$ cat config.mk
export PLATFORM = sky130hd
export DESIGN_NAME = reg_file_bank
export DESIGN_NICKNAME = d
export VERILOG_FILES = /design/src/rtl/reg_file_bank.sv
export SDC_FILE = /design/constraint.sdc
export NUM_CORES = 2
export LEC_CHECK = 0
export CAP_MARGIN = 10
export CORE_ASPECT_RATIO = 0.9
export CORE_MARGIN = 1
export CORE_UTILIZATION = 65
export CTS_BUF_LIST = sky130_fd_sc_hd__clkbuf_2 sky130_fd_sc_hd__clkbuf_4 sky130_fd_sc_hd__clkbuf_8
export CTS_CLUSTER_DIAMETER = 30
export DETAILED_ROUTE_END_ITERATION = 12
export DONT_BUFFER_PORTS = 1
export PLACE_DENSITY = 0.89
export SLEW_MARGIN = 15
export SYNTH_ARGS = -nofsm -noshare
export SYNTH_HDL_FRONTEND = slang
export SYNTH_SLANG_ARGS = --single-unit
$ cat constraint.sdc
create_clock -name clk -period 45.8 [get_ports clk]
set_input_delay 11.45 -clock clk [delete_from_list [all_inputs] [get_ports clk]]
set_output_delay 11.45 -clock clk [all_outputs]
set_load 0.05 [all_outputs]
$ cat src/rtl/reg_file_bank.sv
// 32-entry register file: two combinational read ports, one write port, x0 hardwired to zero.
// Define REG_FILE_BYPASS_EN to forward same-cycle write data onto matching read ports.
module reg_file_bank #(
  parameter int          DATA_WIDTH = 32,
  parameter logic [31:0] SP_RESET   = 32'h7FFF_EFFC,
  parameter logic [31:0] GP_RESET   = 32'h1000_8000
) (
  input  logic                  clk,
  input  logic                  reset,
  input  logic                  Reg_Write_i,
  input  logic [4:0]            Write_Register_i,
  input  logic [DATA_WIDTH-1:0] Write_Data_i,
  input  logic [4:0]            Read_Register_1_i,
  input  logic [4:0]            Read_Register_2_i,
  output logic [DATA_WIDTH-1:0] Read_Data_1_o,
  output logic [DATA_WIDTH-1:0] Read_Data_2_o
);

  localparam logic [DATA_WIDTH-1:0] SP_INIT = DATA_WIDTH'(SP_RESET);
  localparam logic [DATA_WIDTH-1:0] GP_INIT = DATA_WIDTH'(GP_RESET);

  logic [DATA_WIDTH-1:0] regs [32];
  logic                  write_active;
  logic                  bypass_1;
  logic                  bypass_2;

  assign write_active = Reg_Write_i && (Write_Register_i != 5'd0);

  // Async reset wins over any write, so an edge coinciding with reset is dropped.
  always_ff @(posedge clk or posedge reset) begin
    if (reset) begin
      for (int i = 0; i < 32; i++) begin
        regs[i] <= '0;
      end
      regs[2] <= SP_INIT;
      regs[3] <= GP_INIT;
    end else if (write_active) begin
      regs[Write_Register_i] <= Write_Data_i;
    end
  end

`ifdef REG_FILE_BYPASS_EN
  assign bypass_1 = write_active && !reset && (Read_Register_1_i == Write_Register_i);
  assign bypass_2 = write_active && !reset && (Read_Register_2_i == Write_Register_i);
`else
  assign bypass_1 = 1'b0;
  assign bypass_2 = 1'b0;
`endif

  // x0 is forced to zero on the read side as well, independent of storage contents.
  always_comb begin
    Read_Data_1_o = regs[Read_Register_1_i];
    if (Read_Register_1_i == 5'd0) begin
      Read_Data_1_o = '0;
    end else if (bypass_1) begin
      Read_Data_1_o = Write_Data_i;
    end
  end

  always_comb begin
    Read_Data_2_o = regs[Read_Register_2_i];
    if (Read_Register_2_i == 5'd0) begin
      Read_Data_2_o = '0;
    end else if (bypass_2) begin
      Read_Data_2_o = Write_Data_i;
    end
  end

endmodule

==> metrics.txt <==
WL/cell ~35 um; Die Wd 309 um; die area 85,900 um^2; vias roughly 37,000; CP startpoint kind input port; Switching Fraction 28.2%; Compound-Gate Fraction of Synth Area between 4 and 5%; synth warn 0; max-cap violations 0; CP Class input port to output port; synthesized instance count roughly 3,600; crit-path max cell delay ~0.97 ns; Period Utilization, post-route between 50 and 60%; Inserted Clock Buffers approximately 170; Crit. End Element output port; Inst Count DP 4,402; CTS tree yes; Biggest register regs; TNS Setup 0 ns; ys flop type dfrtp_1; Synth Area in Simple Gates roughly 1.7%; Final Skew 0 ns; number of synthesized flops with an enable pin 0; area of the core around 83,000 um^2; Avg Cell Area, Syn ~15 um^2; crit-path max FO 71; Worst-path clk slew 0.06 ns; drc violations 0; Crit path max-delay family compound AO/OA/AOI/OAI gates; pwr dens roughly 45 nW/um^2; Critical Path RT around 34 ns; # IOs about 110; mux share of post-synthesis cell area 42.6%; crit-path cells clkinv_2 -> nor2_2 -> a22oi_1 -> a311oi_2 -> buf_4; commonest non-fill, non-tap cell in the layout mux2_2; Final GP Congestion 0.899; sw power 755 uW; FP Rows 100; Synth Area in Adders 0%; Gate power share approximately a fifth; port buffer count 0; Placed Area 55,300 um^2; Final setup viols 0; Synth-to-Final Area Change 7.85%; final slew viol count 0; Slowest-stage cell, CP nor2_2; final hold violation count 0; hold_buf cts 0; total global-route track usage between 30% and 40%; Largest regs regs: 1024 flops; vias in the first global route around 38,000; Crit path buffers/inverters 2; XOR/XNOR share of the synthesized area 0%; Clk pwr share a little over a third; Highest Clock Rate 38.4 MHz; largest net degree at the start of global routing 290; synth unique cells between 40 and 50; run status completed; Syn Nets between 3,000 and 4,000; total routed wirelength about 170,000 um; Seq pwr share approximately 45%; Initial Utilization 66.1%; clock root cell clkbuf_8; clock sinks ~1,000; Worst-Skew Late Latency between 0.8 and 0.9 ns; worst hold path type register to register; Layout Nets around 3,500; Non-Filler Instances approximately 4,700; CTS Buffer Depth 3; post-route cell area between 50,000 and 60,000 um^2; post-layout min period around 26 ns; max reg flops 1,024; cell area after synthesis 55,100 um^2; LEAKAGE 25.5 nW; Worst VDD drop 0.0394 mV; total grt overflow 0; RSZ-0062 raised after global routing no; Final ANT Viol Nets 0; worst-margin pin slew about 1.3 ns; internal power 1.93 mW; sequential share of the synthesized area between 40% and 50%; first-pass GRT wire length about 250,000 um; ys async rst share 100%; CP arrival between 10 and 15 ns; First-pass DRT Iterations 6; initial antenna violation count 6; post-detail-place hpwl 89,500 um; drt initial violations 5,427; fin util 71.2%; synthesized flop and latch total 1,024; setup bufs post-CTS 0; Max H-tree Level 4; CTS resizes 0; Die Height 278 um; main combinational cell family by area after synthesis multiplexers; drt via density 7.80; ratio of cells with drive above 1 in the final layout approximately 55%; commonest cells after routing, fill and taps aside mux2_2, dfrtp_1, mux4_2; Max-slew headroom between 10% and 20%
-- final cells by class --
class	count	area, um^2
inverter	3	21.3
clock inverter	58	688
fill	5012	24000
tap	1122	1400
sequential	1024	25700
multi-input combinational	2167	27600
timing repair buffer	86	662
clock buffer	262	3290
antenna	7	17.5
-- cell families (layout without fill, tap and decap cells) --
logic type,count (synthesis),after routing
and+or+nand+nor,172,172
muxes,1632,1632
AOI/OAI and AO/OA,363,363
DFF,1024,1024
other,0,7
buffers and inverters,426,409
-- cells in the mapped netlist (2+ instances only) --
library cell	instances	share of area, %
a211oi_1	64	0.87
a221oi_1	43	0.68
a22oi_1	64	0.87
a311oi_1	64	1.0
buf_1	2	0.014
buf_2	125	1.1
buf_4	66	0.90
buf_6	43	0.88
clkbuf_1	182	1.2
clkbuf_8	3	0.075
dfrtp_1	994	45
dfstp_2	30	1.4
inv_2	2	0.014
mux2_1	35	0.72
mux2_2	1021	21
mux2i_1	128	2.3
mux4_1	52	2.5
mux4_2	395	16
nand2_1	58	0.40
nand2b_1	2	0.023
nand3_1	2	0.018
nand3b_1	4	0.055
nor2_1	12	0.082
nor2_2	10	0.11
nor2b_1	66	0.75
nor2b_4	2	0.050
nor3b_1	4	0.055
o2111ai_1	21	0.33
o21ai_0	20	0.18
o21ai_1	87	0.79
or2_1	2	0.023
or4_4	2	0.041
-- power by group through the flow --
stage | clock network, mW | registers [mW] | logic (mW)
finish | 0.938 | 1.22 | 0.528
global route | 0.976 | 1.23 | 0.548
CTS | 0.938 | 1.21 | 0.518
detailed placement | 0 | 1.22 | 0.511
global placement | 0 | 1.20 | 0.493
floorplan | 0 | 1.18 | 0.447
-- worst paths after layout --
path	startpoint	to	slack, ns	depth (start not counted)
max	Read_Register_1_i[0]	Read_Data_1_o[31]	19.79	5
min	regs[1009]$_DFFE_PP0P_	regs[1009]$_DFFE_PP0P_	0.40	0
max reg2reg	regs[829]$_DFFE_PP0P_	regs[829]$_DFFE_PP0P_	44.92	1
min reg2reg	regs[1009]$_DFFE_PP0P_	regs[1009]$_DFFE_PP0P_	0.40	0
max in group asynchronous	reset	regs[795]$_DFFE_PP0P_	30.51	6
min in group asynchronous	reset	regs[69]$_DFFE_PP0P_	10.56	1
-- routing by layer --
layer	wire [um]	share of wire, %	up-vias	global-route usage, %
li1	-	-	13800	-
met1	59500	36	19300	51.6
met2	72800	43	3019	54.6
met3	24800	15	783	17.1
met4	10100	6.1	10	22.8
met5	138	0.082	-	0
-- metrics by stage --
| step | power, mW | hold slack [ns] | worst slack, ns |
|---|---|---|---|
| floorplan | 1.62 | 0.436 | 5.58 |
| global route | 2.76 | 0.407 | 19.99 |
| finish | 2.68 | 0.396 | 19.79 |
| global placement | 1.69 | 0.374 | 20.31 |
| CTS | 2.66 | 0.398 | 20.26 |
| detailed placement | 1.73 | 0.384 | 20.29 |
No activity file was read; power rests on OpenSTA's default activity.
